$ cat src/rtl/mc_cpu_pkg.sv
// mc_cpu_pkg: shared state, PC-source, ALU and opcode codes for the multi-cycle MIPS core
package mc_cpu_pkg;
  typedef enum logic [2:0] {
    S_IF  = 3'd0,
    S_ID  = 3'd1,
    S_EXE = 3'd2,
    S_MEM = 3'd3,
    S_WB  = 3'd4,
    S_INT = 3'd5
  } state_t;
  typedef enum logic [3:0] {
    IC_R, IC_ADDI, IC_ORI, IC_LW, IC_SW, IC_BEQ, IC_BNE, IC_J, IC_ERET, IC_ILL
  } iclass_t;
  localparam logic [2:0] PC_SRC_HOLD   = 3'd0;
  localparam logic [2:0] PC_SRC_BRANCH = 3'd1;
  localparam logic [2:0] PC_SRC_JUMP   = 3'd2;
  localparam logic [2:0] PC_SRC_INT    = 3'd3;
  localparam logic [2:0] PC_SRC_ERET   = 3'd4;
  localparam logic [2:0] PC_SRC_SEQ    = 3'd5;
  localparam logic [2:0] ALU_ADD   = 3'd0;
  localparam logic [2:0] ALU_SUB   = 3'd1;
  localparam logic [2:0] ALU_AND   = 3'd2;
  localparam logic [2:0] ALU_OR    = 3'd3;
  localparam logic [2:0] ALU_FUNCT = 3'd7;
  localparam logic [5:0] OP_R    = 6'h00;
  localparam logic [5:0] OP_J    = 6'h02;
  localparam logic [5:0] OP_BEQ  = 6'h04;
  localparam logic [5:0] OP_BNE  = 6'h05;
  localparam logic [5:0] OP_ADDI = 6'h08;
  localparam logic [5:0] OP_ORI  = 6'h0D;
  localparam logic [5:0] OP_COP0 = 6'h10;
  localparam logic [5:0] OP_LW   = 6'h23;
  localparam logic [5:0] OP_SW   = 6'h2B;
  localparam logic [5:0] FN_ERET = 6'h18;
endpackage

$ cat src/rtl/mc_instr_decode.sv
// mc_instr_decode: maps op/funct to an instruction class for the control FSM
module mc_instr_decode
  import mc_cpu_pkg::*;
(
  input  logic [5:0] i_op,
  input  logic [5:0] i_funct,
  output iclass_t    o_class
);
  assign o_class = (i_op == OP_R)    ? IC_R    :
                   (i_op == OP_ADDI) ? IC_ADDI :
                   (i_op == OP_ORI)  ? IC_ORI  :
                   (i_op == OP_LW)   ? IC_LW   :
                   (i_op == OP_SW)   ? IC_SW   :
                   (i_op == OP_BEQ)  ? IC_BEQ  :
                   (i_op == OP_BNE)  ? IC_BNE  :
                   (i_op == OP_J)    ? IC_J    :
                   (i_op == OP_COP0 && i_funct == FN_ERET) ? IC_ERET : IC_ILL;
endmodule

$ cat src/rtl/mc_control_fsm.sv
// mc_control_fsm: multi-cycle MIPS main control FSM with interrupt entry and eret
module mc_control_fsm
  import mc_cpu_pkg::*;
#(
  parameter bit INT_EN_RESET = 1'b1
) (
  input  logic       clk,
  input  logic       rst,
  input  logic [5:0] op,
  input  logic [5:0] funct,
  input  logic       zero,
  input  logic       irq,
  output logic [2:0] pc_source,
  output logic       pc_write,
  output logic       ir_write,
  output logic       mem_write,
  output logic       reg_write,
  output logic       reg_dst,
  output logic       mem_to_reg,
  output logic       alu_src_b,
  output logic       ext_sel,
  output logic [2:0] alu_op,
  output logic       int_ack,
  output logic       int_en,
  output logic [2:0] state
);
  state_t  r_state, w_next, w_bnd;
  iclass_t w_class;
  logic    r_int_en, w_eret_exe;
  mc_instr_decode u_dec (.i_op(op), .i_funct(funct), .o_class(w_class));
  assign w_eret_exe = (r_state == S_EXE) && (w_class == IC_ERET);
  assign w_bnd      = (irq && (r_int_en || w_eret_exe)) ? S_INT : S_IF;
  assign state      = rst ? 3'd0 : r_state;
  assign int_en     = r_int_en & ~rst;
  always_ff @(posedge clk) begin
    if (rst) begin
      r_state  <= S_IF;
      r_int_en <= INT_EN_RESET;
    end else begin
      r_state  <= w_next;
      r_int_en <= (r_state == S_INT) ? 1'b0 : w_eret_exe ? 1'b1 : r_int_en;
    end
  end
  always_comb begin
    w_next     = S_IF;
    pc_source  = PC_SRC_HOLD;
    pc_write   = 1'b0;
    ir_write   = 1'b0;
    mem_write  = 1'b0;
    reg_write  = 1'b0;
    reg_dst    = 1'b0;
    mem_to_reg = 1'b0;
    alu_src_b  = 1'b0;
    ext_sel    = 1'b0;
    alu_op     = ALU_ADD;
    int_ack    = 1'b0;
    if (!rst) begin
      case (r_state)
        S_IF: begin
          ir_write  = 1'b1;
          pc_write  = 1'b1;
          pc_source = PC_SRC_SEQ;
          w_next    = S_ID;
        end
        S_ID: w_next = (w_class == IC_ILL) ? w_bnd : S_EXE;
        S_EXE: begin
          w_next = w_bnd;
          case (w_class)
            IC_R: begin
              alu_op = ALU_FUNCT;
              w_next = S_WB;
            end
            IC_ADDI: begin
              alu_src_b = 1'b1;
              ext_sel   = 1'b1;
              w_next    = S_WB;
            end
            IC_ORI: begin
              alu_op    = ALU_OR;
              alu_src_b = 1'b1;
              w_next    = S_WB;
            end
            IC_LW, IC_SW: begin
              alu_src_b = 1'b1;
              ext_sel   = 1'b1;
              w_next    = S_MEM;
            end
            IC_BEQ, IC_BNE: begin
              alu_op    = ALU_SUB;
              pc_source = PC_SRC_BRANCH;
              pc_write  = zero ^ (w_class == IC_BNE);
            end
            IC_J: begin
              pc_source = PC_SRC_JUMP;
              pc_write  = 1'b1;
            end
            IC_ERET: begin
              pc_source = PC_SRC_ERET;
              pc_write  = 1'b1;
            end
            default: w_next = w_bnd;
          endcase
        end
        S_MEM: begin
          mem_write = (w_class == IC_SW);
          w_next    = (w_class == IC_LW) ? S_WB : w_bnd;
        end
        S_WB: begin
          reg_write  = 1'b1;
          reg_dst    = (w_class == IC_R);
          mem_to_reg = (w_class == IC_LW);
          w_next     = w_bnd;
        end
        S_INT: begin
          pc_source = PC_SRC_INT;
          pc_write  = 1'b1;
          int_ack   = 1'b1;
          w_next    = S_IF;
        end
        default: w_next = S_IF;
      endcase
    end
  end
endmodule
$ cat config.mk
export PLATFORM = sky130hd
export DESIGN_NAME = mc_control_fsm
export DESIGN_NICKNAME = d
export VERILOG_FILES = /design/src/rtl/mc_cpu_pkg.sv /design/src/rtl/mc_instr_decode.sv /design/src/rtl/mc_control_fsm.sv
export SDC_FILE = /design/constraint.sdc
export NUM_CORES = 1
export LEC_CHECK = 0
export CAP_MARGIN = 30
export CORE_UTILIZATION = 40
export CTS_BUF_LIST = sky130_fd_sc_hd__clkbuf_4 sky130_fd_sc_hd__clkbuf_8
export CTS_CLUSTER_DIAMETER = 120
export DETAILED_ROUTE_END_ITERATION = 16
export PLACE_DENSITY = 0.76
export SLEW_MARGIN = 20
export SYNTH_ARGS = -nofsm -noshare
export SYNTH_HDL_FRONTEND = slang
export SYNTH_SLANG_ARGS = --single-unit
$ cat constraint.sdc
create_clock -name clk -period 2.8 [get_ports clk]
set_input_delay 0.28 -clock clk [delete_from_list [all_inputs] [get_ports clk]]
set_output_delay 0.28 -clock clk [all_outputs]
set_load 0.1 [all_outputs]
==> results by group <==
Run status
  – Status: finished clean

Global routing
  – Total track usage: approximately a quarter
  – Vias in the first global route: about 950
  – Grt met2 use: about two fifths
  – Busiest grt layer: met2
  – Initial antenna violation count: 0
  – Pin count of the biggest net entering global routing: 18
  – Met1 GRT Util: between 30% and 40%
  – First-pass GRT wire length: 4260 um
  – Met3 usage: around 3.8%
  – Global route overflow: 0

Placement
  – Pre-CTS setup slack: about 0.11 ns
  – Hpwl dp: about 2000 um
  – I/O Buffers: 34
  – Placed cell area: 0.00136 mm^2
  – Cells after DPL: about 180
  – Gpl congestion: between 0.8 and 0.9

STA
  – RSZ-0062 raised after global routing: no
  – Setup Skew: 0.0100 ns
  – Final hold vios: 0
  – Tcrit/Tclk final: about 100%
  – Worst setup margin: 0.0778 ns
  – Fin Setup TNS: 0 ns
  – Finish-stage setup viols: 0
  – Final min period: ~2.7 ns
  – Slew @ Worst Pin: roughly 0.51 ns
  – Worst slew margin: between 60% and 70%
  – Final slew viol count: 0
  – Fmax achieved: between 0.3 and 0.4 GHz

Layout
  – FILL cells: roughly 170
  – P&R area growth vs syn: 64.8%
  – Most frequent cells in the layout: clkdlybuf4s50_1, buf_12, buf_4, nor2_1
  – Antenna diodes: 0
  – Most common cell after layout, fill and taps aside: clkdlybuf4s50_1
  – Final Net Count: ~180
  – Fin cells: 186
  – Layout cells sized above 1: a little over a quarter
  – Final Cell Area: roughly 0.0014 mm^2

Route
  – DR vias/cell: 5.73
  – Residual DRC: 0
  – Pre-antenna DRT Iters: 4
  – Via count: about 1.1k
  – Drt total wl: 2530 um
  – Number of DRC markers in iteration 0: 24
  – Drt wl/cell: ~14 um
  – Post-route ant nets: 0

Setup path
  – Worst EP arrival: 2.44 ns
  – Critical path startpoint: op[5]
  – Worst-path fanout max: 9
  – Kind of critical path: primary input to output pin
  – Startpoint types: primary input
  – FF-to-FF path depth: 5
  – Slowest cell on crit path: clkdlybuf4s50_1
  – WP data required: 2.52 ns
  – R2R Path Start: r_state[1]
  – Max incr delay on CP: slightly below 0.6 ns
  – CP Cell Sequence: clkdlybuf4s50_1 > and4b_4 > a32o_2 > or4_1 > o211ai_1 > nand2_1 > buf_12
  – Critical Path End Type: output pin

Clocking
  – TritonCTS clock tree: yes
  – Clock root buffer: clkbuf_4
  – Clk Latency, worst-skew pair: ~0.25 ns
  – Bufs on Longest Clock Path: 2
  – H-Tree Depth: 1
  – Worst-path clk slew: about 0.040 ns
  – Num CTS Buffers: 3
  – CTS sink cnt: 4

Logic synthesis
  – Sequential area share after synthesis: 9.54%
  – Post-synth top flop: dfxtp_1
  – Mapped Area: around 840 um^2
  – EDFF count, synth: 0
  – Yosys reg bits: 4
  – Syn. warnings: 0
  – Syn avg cell area: 6.77 um^2
  – Count of cell types in the netlist: 47
  – Post-synth net total: 140
  – Mapped Cells: around 120
  – Async SR Flop Fraction: 0%

Die
  – IO Pins: 35
  – Starting Density: roughly 43%
  – Die Width: roughly 48 um
  – Core area: 0.00196 mm^2
  – Die Footprint: around 0.0023 mm^2
  – Std cell rows: 16
  – Die Y: around 48 um

Job
  – Maxcap violations: 0

Pwr
  – Worst IR Drop VDD: 326 uV
  – LEAKAGE: approximately 0.00054 uW
  – Pwr/cell area: 290 mW/mm^2

Worst hold path
  – Min-delay src: r_int_en
  – Hold Path Class: flip-flop to flip-flop
  – Hold depth: 1
[metrics by stage]
step,util (%),hold slack [ns],power [uW]
after floorplan,-,0.466,245
after global placement,69.3,0.485,320
after detailed placement,69.3,0.491,325
after CTS,70.4,0.500,404
after global routing,70.5,0.524,424
final,70.5,0.505,402
[area by class of cell]
class / instances / area [um^2] / share of cell area [%]
tap: 27 / 33.8 / 2.44
sequential: 4 / 80.1 / 5.79
multi-input combinational: 105 / 701 / 50.6
clock buffer: 3 / 22.5 / 1.63
inverter: 5 / 18.8 / 1.36
timing repair buffer: 42 / 528 / 38.2
[cells by family after synthesis]
| family | synth area share, % |
|---|---|
| buf+inv | 9.69 |
| flops | 9.54 |
| xor+xnor | 3.13 |
| simple gates | 47.4 |
| compound gates | 30.3 |
[Yosys cell counts (2+ instances only)]
cell type   n  share of area (%)
nand2b_1    7                5.2
or3_1       3                2.2
o211ai_1    3                2.7
a211oi_2    2                3.0
buf_2       2                1.2
nor2_1     13                5.8
buf_4       2                1.8
a311o_1     2                2.4
nand2_1     7                3.1
nor4_1      2                1.5
nor3_1      6                3.6
buf_6       2                2.7
nand3_1     3                1.8
clkbuf_1    3                1.3
and3_1      2                1.5
nor2b_1     4                3.0
nand3b_1    3                2.7
dfxtp_1     4                9.5
o21ai_1     2                1.2
o21ai_0     7                4.2
nor3b_1     2                1.8
nand4_1     3                2.2
nor4bb_1    2                2.4
a21oi_1     7                4.2
o21a_1      2                1.8
xor2_1      2                2.1
a21boi_0    2                1.8
or3b_1      2                2.1
inv_1       5                2.2
[registers in the layout (all words and copies together) (netlist names)]
name      count
r_int_en      1
r_state       3
[critical path, delay by kind of cell]
family	cells	cell delay [ns]
AOI/OAI and AO/OA	2	0.42
buffers and inverters	2	0.77
and+or+nand+nor	3	0.95
[power by group]
| part | internal [uW] | switching (uW) |
|---|---|---|
| registers | 61.6 | 15.5 |
| logic | 95.0 | 153 |
| clock network | 48.2 | 27.7 |
| total | 205 | 197 |
[worst paths after layout]
kind,to,slack (ns)
worst max-delay path,alu_op[0],0.08
worst min-delay path,r_int_en,0.50
worst max register to register,r_state[0],0.90
worst min register to register,r_int_en,0.50
[per-layer routing]
layer	wire (um)	part of all wire [%]
met1	1170	46
met2	1220	48
met3	129	5.1
met4	19	0.75
met5	0	0
[what timing repair did]
action                                  4_1_cts  5_1_grt
hold endpoints to repair                      0        0
resized for setup                             0        1
endpoints found under the setup margin        0        1
hold buffers                                  0        0
buffers inserted                              0        0
No activity file was read; power rests on OpenSTA's default activity.
